$ cat src/rtl/dev_rx_pkg.sv
// dev_rx_pkg: shared constants and the byte-lane insert helper for the rx packer
package dev_rx_pkg;
    localparam int BYTES_PER_WORD = 4;
    localparam int LANE_W = 2;
    localparam int WORD_W = 8 * BYTES_PER_WORD;

    function automatic logic [WORD_W-1:0] lane_insert(
        input logic [WORD_W-1:0] w,
        input logic [7:0]        b,
        input logic [LANE_W-1:0] lane
    );
        logic [WORD_W-1:0] r;
        r = w;
        r[8*lane +: 8] = b;
        return r;
    endfunction
endpackage

$ cat src/rtl/dev_rx_packer_if.sv
// dev_rx_packer_if: peripheral byte stream plus DMA device-side word interface
interface dev_rx_packer_if
    import dev_rx_pkg::*;
#(
    parameter int AW = 3
);
    logic              byte_valid;
    logic [7:0]        byte_data;
    logic              byte_ready;
    logic              flush;
    logic              dev_rdy;
    logic [WORD_W-1:0] dev_data;
    logic              dev_rcv;
    logic              error1;
    logic              error2;
    logic              clr_err;
    logic [AW:0]       word_count;

    modport master (
        output byte_valid, byte_data, flush, dev_rcv, clr_err,
        input  byte_ready, dev_rdy, dev_data, error1, error2, word_count
    );

    modport slave (
        input  byte_valid, byte_data, flush, dev_rcv, clr_err,
        output byte_ready, dev_rdy, dev_data, error1, error2, word_count
    );
endinterface

$ cat src/rtl/sync_fifo_fwft.sv
// sync_fifo_fwft: first-word-fall-through FIFO; dout reads 0 while empty
module sync_fifo_fwft #(
    parameter int DEPTH = 8,
    parameter int AW    = 3,
    parameter int W     = 32
) (
    input  logic         clk,
    input  logic         rst,
    input  logic         push,
    input  logic         pop,
    input  logic [W-1:0] din,
    output logic [W-1:0] dout,
    output logic         empty,
    output logic         full,
    output logic [AW:0]  count
);
    logic [W-1:0]  mem [DEPTH];
    logic [AW-1:0] wr_ptr, rd_ptr;

    assign empty = count == '0;
    assign full  = count == (AW+1)'(DEPTH);
    assign dout  = empty ? '0 : mem[rd_ptr];

    // storage write; callers only push with room (or with a same-cycle pop)
    always_ff @(posedge clk) begin
        if (push) mem[wr_ptr] <= din;
    end

    // pointers wrap naturally at DEPTH since DEPTH is a power of two
    always_ff @(posedge clk) begin
        if (rst) begin
            wr_ptr <= '0;
            rd_ptr <= '0;
            count  <= '0;
        end else begin
            wr_ptr <= wr_ptr + AW'(push);
            rd_ptr <= rd_ptr + AW'(pop);
            count  <= count + (AW+1)'(push) - (AW+1)'(pop);
        end
    end
endmodule

$ cat src/rtl/dev_rx_packer.sv
// dev_rx_packer: packs bytes into little-endian words and queues them for the DMA
module dev_rx_packer
    import dev_rx_pkg::*;
#(
    parameter int DEPTH = 8,
    parameter int AW    = 3
) (
    input logic             clk,
    input logic             rst,
    dev_rx_packer_if.slave  bus
);
    logic [LANE_W-1:0] lc, lc_nx;
    logic [WORD_W-1:0] sw, word_nx, head;
    logic              rcv_q, pop, pop_ok, push_req, push_ok, ovf, unf;
    logic              empty, full;
    logic [AW:0]       count;

    // pack the incoming byte, decide push/pop and classify error events
    always_comb begin
        word_nx  = bus.byte_valid ? lane_insert(sw, bus.byte_data, lc) : sw;
        lc_nx    = lc + LANE_W'(bus.byte_valid);
        push_req = (bus.byte_valid & (lc == LANE_W'(BYTES_PER_WORD - 1)))
                 | (bus.flush & (lc_nx != '0));
        pop      = bus.dev_rcv & ~rcv_q;
        pop_ok   = pop & ~empty;
        push_ok  = push_req & (~full | pop_ok);
        ovf      = push_req & ~push_ok;
        unf      = pop & empty;
    end

    // any push (accepted or dropped) restarts packing with a clean word so flush pads with zeros
    always_ff @(posedge clk) begin
        if (rst) begin
            lc    <= '0;
            sw    <= '0;
            rcv_q <= 1'b0;
        end else begin
            lc    <= push_req ? '0 : lc_nx;
            sw    <= push_req ? '0 : word_nx;
            rcv_q <= bus.dev_rcv;
        end
    end

    // sticky error flags; a new event outranks a same-cycle clear
    always_ff @(posedge clk) begin
        if (rst) begin
            bus.error1 <= 1'b0;
            bus.error2 <= 1'b0;
        end else begin
            bus.error1 <= ovf | (bus.error1 & ~bus.clr_err);
            bus.error2 <= unf | (bus.error2 & ~bus.clr_err);
        end
    end

    sync_fifo_fwft #(
        .DEPTH (DEPTH),
        .AW    (AW),
        .W     (WORD_W)
    ) u_fifo (
        .clk   (clk),
        .rst   (rst),
        .push  (push_ok),
        .pop   (pop_ok),
        .din   (word_nx),
        .dout  (head),
        .empty (empty),
        .full  (full),
        .count (count)
    );

    assign bus.byte_ready = ~(full & (lc == LANE_W'(BYTES_PER_WORD - 1))) & ~rst;
    assign bus.dev_rdy    = ~empty;
    assign bus.dev_data   = head;
    assign bus.word_count = count;
endmodule
$ cat src/flat_wrapper.sv
// flat-port wrapper written by rule: the top's interface ports become plain ports
module dev_rx_packer_flat import dev_rx_pkg::*;
#(
    parameter int DEPTH = 8,
    parameter int AW    = 3
)
  (clk, rst, bus_byte_valid, bus_byte_data, bus_flush, bus_dev_rcv, bus_clr_err, bus_byte_ready, bus_dev_rdy, bus_dev_data, bus_error1, bus_error2, bus_word_count);
  dev_rx_packer_if #(.AW(AW)) bus_i ();
  input logic clk;
  input logic rst;
  input wire logic [$bits(bus_i.byte_valid)-1:0] bus_byte_valid;
  input wire logic [$bits(bus_i.byte_data)-1:0] bus_byte_data;
  input wire logic [$bits(bus_i.flush)-1:0] bus_flush;
  input wire logic [$bits(bus_i.dev_rcv)-1:0] bus_dev_rcv;
  input wire logic [$bits(bus_i.clr_err)-1:0] bus_clr_err;
  output wire logic [$bits(bus_i.byte_ready)-1:0] bus_byte_ready;
  output wire logic [$bits(bus_i.dev_rdy)-1:0] bus_dev_rdy;
  output wire logic [$bits(bus_i.dev_data)-1:0] bus_dev_data;
  output wire logic [$bits(bus_i.error1)-1:0] bus_error1;
  output wire logic [$bits(bus_i.error2)-1:0] bus_error2;
  output wire logic [$bits(bus_i.word_count)-1:0] bus_word_count;
  assign bus_i.byte_valid = bus_byte_valid;
  assign bus_i.byte_data = bus_byte_data;
  assign bus_i.flush = bus_flush;
  assign bus_i.dev_rcv = bus_dev_rcv;
  assign bus_i.clr_err = bus_clr_err;
  assign bus_byte_ready = bus_i.byte_ready;
  assign bus_dev_rdy = bus_i.dev_rdy;
  assign bus_dev_data = bus_i.dev_data;
  assign bus_error1 = bus_i.error1;
  assign bus_error2 = bus_i.error2;
  assign bus_word_count = bus_i.word_count;
  dev_rx_packer #(.DEPTH(DEPTH), .AW(AW)) u_core (.clk(clk), .rst(rst), .bus(bus_i));
endmodule
$ cat config.mk
export PLATFORM = sky130hd
export DESIGN_NAME = dev_rx_packer_flat
export DESIGN_NICKNAME = d
export VERILOG_FILES = /design/src/rtl/dev_rx_pkg.sv /design/src/rtl/dev_rx_packer_if.sv /design/src/rtl/sync_fifo_fwft.sv /design/src/rtl/dev_rx_packer.sv /design/src/flat_wrapper.sv
export SDC_FILE = /design/constraint.sdc
export NUM_CORES = 1
export LEC_CHECK = 0
export ABC_AREA = 1
export BUFFER_PORTS_ARGS = -buffer_cell sky130_fd_sc_hd__buf_2
export CORE_MARGIN = 2
export CORE_UTILIZATION = 55
export CTS_CLUSTER_DIAMETER = 120
export CTS_CLUSTER_SIZE = 28
export DETAILED_ROUTE_END_ITERATION = 10
export GPL_TIMING_DRIVEN = 0
export PLACE_DENSITY = 0.72
export SYNTH_ARGS = -nofsm -noshare
export SYNTH_HDL_FRONTEND = slang
export SYNTH_SLANG_ARGS = --single-unit
$ cat constraint.sdc
create_clock -name clk -period 4.1 [get_ports clk]
set_input_delay 0.615 -clock clk [delete_from_list [all_inputs] [get_ports clk]]
set_output_delay 0.615 -clock clk [all_outputs]
set_load 0.01 [all_outputs]
Word-level counts from Yosys, hierarchy flattened:

Memories as Yosys holds them, arrays and structs flattened. A register that Yosys moved wholly into a read port is not among the register bits.
Cells that the tools add are included.

* add/subtract/negate cells: 6
* $mul: 0
* div/mod/pow operators: 0
* order comparisons: 0
* eq/ne operators: 2
* shift-type cells: 2
* multiplexer cells: 6
* bitwise operators: 22
* reduce and logical (&&, ||, !) cells: 3

Operators with widths (number)
* $mux W32: 2
* $neg A5 Y34: 1
* $shift A8 B34 Y32 const A: 1
* $shiftx A8 B34 Y32: 1
* $bwmux W32: 1
* $and A1 B1 Y1: 11
* $not A1 Y1: 7
* $add A3 B1 Y3: 2
* $add A4 B1 Y4: 1
* $eq A4 B4 Y1 const B: 1
* $logic_not A4 Y1: 1
* $or A1 B1 Y1: 4
* $sub A4 B1 Y4: 1
* $mux W3: 1
* $add A2 B1 Y2: 1
* $eq A2 B2 Y1 const B: 1
* $mux W1: 2
* $reduce_bool A2 Y1: 1
* $reduce_or A2 Y1: 1

* register bits: 47
* bits in latches: 0
* bits in writable memories: 256
* ROM bits: 0
* input port bits: 14
* output and inout port bits: 40
* word-level logic and storage cells: 50
* memories kept: 1

Memories
* u_core.u_fifo.mem: depth 8, bits a word 32, read ports 1, clocked after Yosys merged registers in 1, write ports 1, line sync_fifo_fwft.sv:17 `logic [W-1:0] mem [DEPTH];`

Longest topological paths before layout:

* depth after elaboration: 8
* mapped depth: 16

By module:

A second synthesis with hierarchy kept.

* cells, all modules: 1420
* area total of the unflattened synthesis: 13391.6 um^2

Modules (own cells, without submodules)
* sync_fifo_fwft: instances 1, cells an instance 1182, area each 11700.0 um^2, seq. area each 7887.6 um^2
* dev_rx_packer: instances 1, cells an instance 238, area each 1691.6 um^2, seq. area each 740.7 um^2

Least setup slack after synthesis:

No wires, ideal clock.

* path kind: input to register
* from: input bus_byte_valid
* to: memory u_core.u_fifo.mem[0][0], enable pin
* library setup time: 0.421 ns
* data arrival time: 2.641 ns
* path slack: 1.038 ns
* stages: 7
* cell sequence: ha_1 inv_1 nand3_1 nand2_1 nand2_1 o21ai_2 nor2_1

* word-level cells in the longest chain between the ends: 7
* elaborated cells between the ends (all ways): 8
* those cells by class: 1 x add/sub; 2 x mux; 4 x bitwise; 1 x reduce/logical

Ends and longest elaborated chain
* start: declaration: line flat_wrapper.sv:11 `input wire logic [$bits(bus_i.byte_valid)-1:0] bus_byte_valid;`
* $add A2 B1 Y2: line dev_rx_packer.sv:21 `lc_nx = lc + LANE_W'(bus.byte_valid);`
* $reduce_bool A2 Y1: line dev_rx_packer.sv:23 `| (bus.flush & (lc_nx != '0));`
* $and A1 B1 Y1: line dev_rx_packer.sv:23
* $or A1 B1 Y1 (*): line dev_rx_packer.sv:23
* $and A1 B1 Y1 (*): line dev_rx_packer.sv:26 `push_ok = push_req & (~full | pop_ok);`
* $mux W1 (*): line sync_fifo_fwft.sv:26 `if (push) mem[wr_ptr] <= din;`
* $mux W1 (not written as such) (*): line sync_fifo_fwft.sv:26
* end: declaration: line sync_fifo_fwft.sv:17

Mark *: on every way between the ends. The rest lies on a longest branch, timed or not.

==> summary.txt <==
Clk pin slew, worst setup/hold paths: 0.11 ns
Layout Nets: 1256
Area delta synth->final: 10.6%
EDFF count, synth: 256
Fraction of layout cells with a size suffix above 1: 10.2%
Reg power frac: 47.5%
P_int: 4910 µW
R2r setup slk: 1.36 ns
Clock power share: 22.3%
Largest net degree at the start of global routing: 30
Reg-to-reg startpoint: u_core.lc[0]$_SDFF_PP0_
NetSw: 2470 µW
Routed WL: 28900 µm
Fin crit period: 3.08 ns
Slowest cell delay on critical path: 0.55 ns
Sequential fraction of the synthesis area: 69.1%
Total global-route track usage: 24.2%
Post-place instance area: 0.0134 mm²
Post-Syn Area: 0.0125 mm²
Worst skew pair latency: 0.50 ns
Setup Buffers After CTS: 0
Vias in the first global route: 7843
Worst Max-Slew Pin Slew: 1.01 ns
Initial antenna violation count: 0
DP HPWL: 19700 µm
Final Hold Vio Count: 0
Avg Inst Size Synth: 10.9 µm²
Rel. slew slack: 32.8%
Worst Reg-to-Reg Cells: 7
Power Density: 535 mW/mm²
Final setup viols: 0
Min-delay src: rst
Synth Register Bits: 303
Crit Path Max Fanout: 10
Worst path arrival time: 2.46 ns
Via density: 5.56
First-pass GRT wire length: 43800 µm
Die X: 155 µm
CP Depth: 5
RSZ-0062 raised after global routing: false
Global placer's final weighted congestion: 0.833
Post-synth top area share: 61.6%
Worst Setup SP: u_core.u_fifo.rd_ptr[2]$_SDFF_PP0_
Core footprint: 0.0224 mm²
Outcome: completed
DRC viols: 0
Tot Pwr: 7390 µW
CTS tree: yes
Primary FF master, synth: edfxtp_1
Max-slew violations: 0
GRT Residual Overflow: 0
Period utilization: 75.1%
P_leak: 0.00515 µW
Vias: 8452
Starting Density: 55.6%
Post-Synthesis Cells: 1149
Max-Cap Viols: 0
H-tree lvl count: 1
Most frequent cell after synthesis: nor2_1
Hold-fix buffers at CTS: 0
Slowest cell on crit path: clkbuf_1
Count of different cell masters after synthesis: 30
Mapped Nets: 1179
Port bufs: 53
Average wire per standard cell: 19.0 µm
Worst setup path endpoint: bus_dev_data[24]
Synth area leader: edfxtp_1
Max frequency: 325 MHz
Starting DRC count in detailed routing: 811
Top delay family on crit path: buffers and inverters
Antenna diodes: 0
Crit Path Class: reg -> out
CP bufs+invs: 3
Die ar.: 0.0239 mm²
CTS root buf: clkbuf_16
Yosys Warn Count: 0
Critical path capture point type: output pin
First-pass detailed-route iteration total: 5
Post-route setup slack: 1.02 ns
Core Rows: 55
CTS Sinks: 303
Worst-path cell chain: clkbuf_1 -> clkbuf_1 -> nor2_1 -> nor2_1 -> buf_2
Post-route cell area: 0.0138 mm²
R2r endpoint: u_core.u_fifo.mem[4][11]$_DFFE_PP_
Class of the worst hold path: in -> reg
Top cells by area, synth: edfxtp_1, nor2_1, dfxtp_1
Worst EP required: 3.48 ns
Comb pwr share: 30.2%
Sw Share: 33.5%
Post-DRT Antenna Nets: 0
Die height: 155 µm
Ports: 54
Clock tree buffer depth: 3
Clock Skews: 0.00957 ns
Commonest cells in the netlist: nor2_1, edfxtp_1, o21ai_0, inv_1, nand2_1
Worst slack, placed: 1.23 ns
Clock buffer count from CTS: 14
Max rail drop VDD: 0.331 mV
Startpoint Class: flop
# resized after CTS: 0
Post-synth ARST share: 0%
worst reg2reg max path: stages, from the launching register on:
cell     delay [ns]
dfxtp_1        0.49
buf_2          0.26
inv_1          0.10
ha_1           0.42
inv_1          0.09
nor2_1         0.14
nand2_1        0.12
o22ai_1        0.78
power by group through the flow:
stage	registers (µW)	logic (µW)	clock network [µW]
floorplan	3580	1380	0
global placement	3590	2150	0
detailed placement	3580	2230	0
CTS	3510	2240	1640
global route	3520	2480	1760
finish	3510	2230	1640
how the worst min path moves through the flow:
| stage | end | slack [ns] | cells past startpoint |
|---|---|---|---|
| 6_report | u_core.bus.error1$_SDFF_PP0_ | 0.30 | 2 |
| 2_1_floorplan | u_core.sw[0]$_SDFF_PP0_ | 0.47 | 2 |
| 5_1_grt | u_core.bus.error2$_SDFF_PP0_ | 0.29 | 2 |
| 4_1_cts | u_core.bus.error2$_SDFF_PP0_ | 0.29 | 2 |
| 3_3_place_gp | u_core.bus.error1$_SDFF_PP0_ | 0.45 | 2 |
| 3_5_place_dp | u_core.bus.error2$_SDFF_PP0_ | 0.45 | 2 |
final cells by class:
cell class / instances / area, µm²
Fill cell: 1771 / 8640
Sequential cell: 303 / 8630
Multi-Input combinational cell: 701 / 3260
Timing Repair Buffer: 61 / 470
Clock buffer: 24 / 430
Tap cell: 285 / 357
Inverter: 87 / 327
Buffer: 58 / 323
sequential cells by signal, summed over array words and instances, names as in the netlist, 2 cells and up:
name and cells:
u_core.lc 2, u_core.sw 32, u_core.u_fifo.count 4, u_core.u_fifo.mem 256, u_core.u_fifo.rd_ptr 3, u_core.u_fifo.wr_ptr 3
cells in the final DEF (no fill, tap or decap), types with 2 or more instances in the layout:
master     count
nor2_1       350
edfxtp_1     256
o21ai_0      146
inv_1         86
nand2_1       75
buf_2         69
dfxtp_1       47
nand3_1       45
clkbuf_1      32
clkbuf_16     16
o21ai_1       15
ha_1          15
a21boi_0      11
nor2_4         9
buf_4          9
o22ai_1        8
o21a_1         8
buf_16         6
a22oi_1        5
buf_6          5
a21oi_1        4
nand2_2        3
clkbuf_2       2
xnor2_1        2
buf_12         2
kinds of logic (layout without fill, tap and decap cells):
family	Yosys count	after routing	share of synthesized area (%)
simple gates	484	484	15.2
flops	303	303	69.1
compound gates	198	198	8.53
buf+inv	145	230	5.20
fa+ha+maj	16	16	1.66
xor+xnor	3	3	0.211
per-layer routing:
metal | GRT usage [%] | share of wire, % | vias up
met5 | 0 | 0 | -
met2 | 40.5 | 47 | 371
met3 | 3.19 | 8.9 | 37
li1 | - | - | 4011
met4 | 6.04 | 2.0 | 0
met1 | 34.0 | 42 | 4033
stage by stage:
stage | instances | utilization (%) | hold WS [ns] | TNS, ns
2_1_floorplan | 1149 | - | 0.474 | 0
3_3_place_gp | 1487 | 58.4 | 0.453 | -91.68
3_5_place_dp | 1495 | 59.6 | 0.451 | 0
4_1_cts | 1519 | 61.5 | 0.289 | 0
5_1_grt | 1519 | 61.5 | 0.290 | 0
6_report | 1519 | 61.5 | 0.303 | 0
No activity file was read; power rests on OpenSTA's default activity.
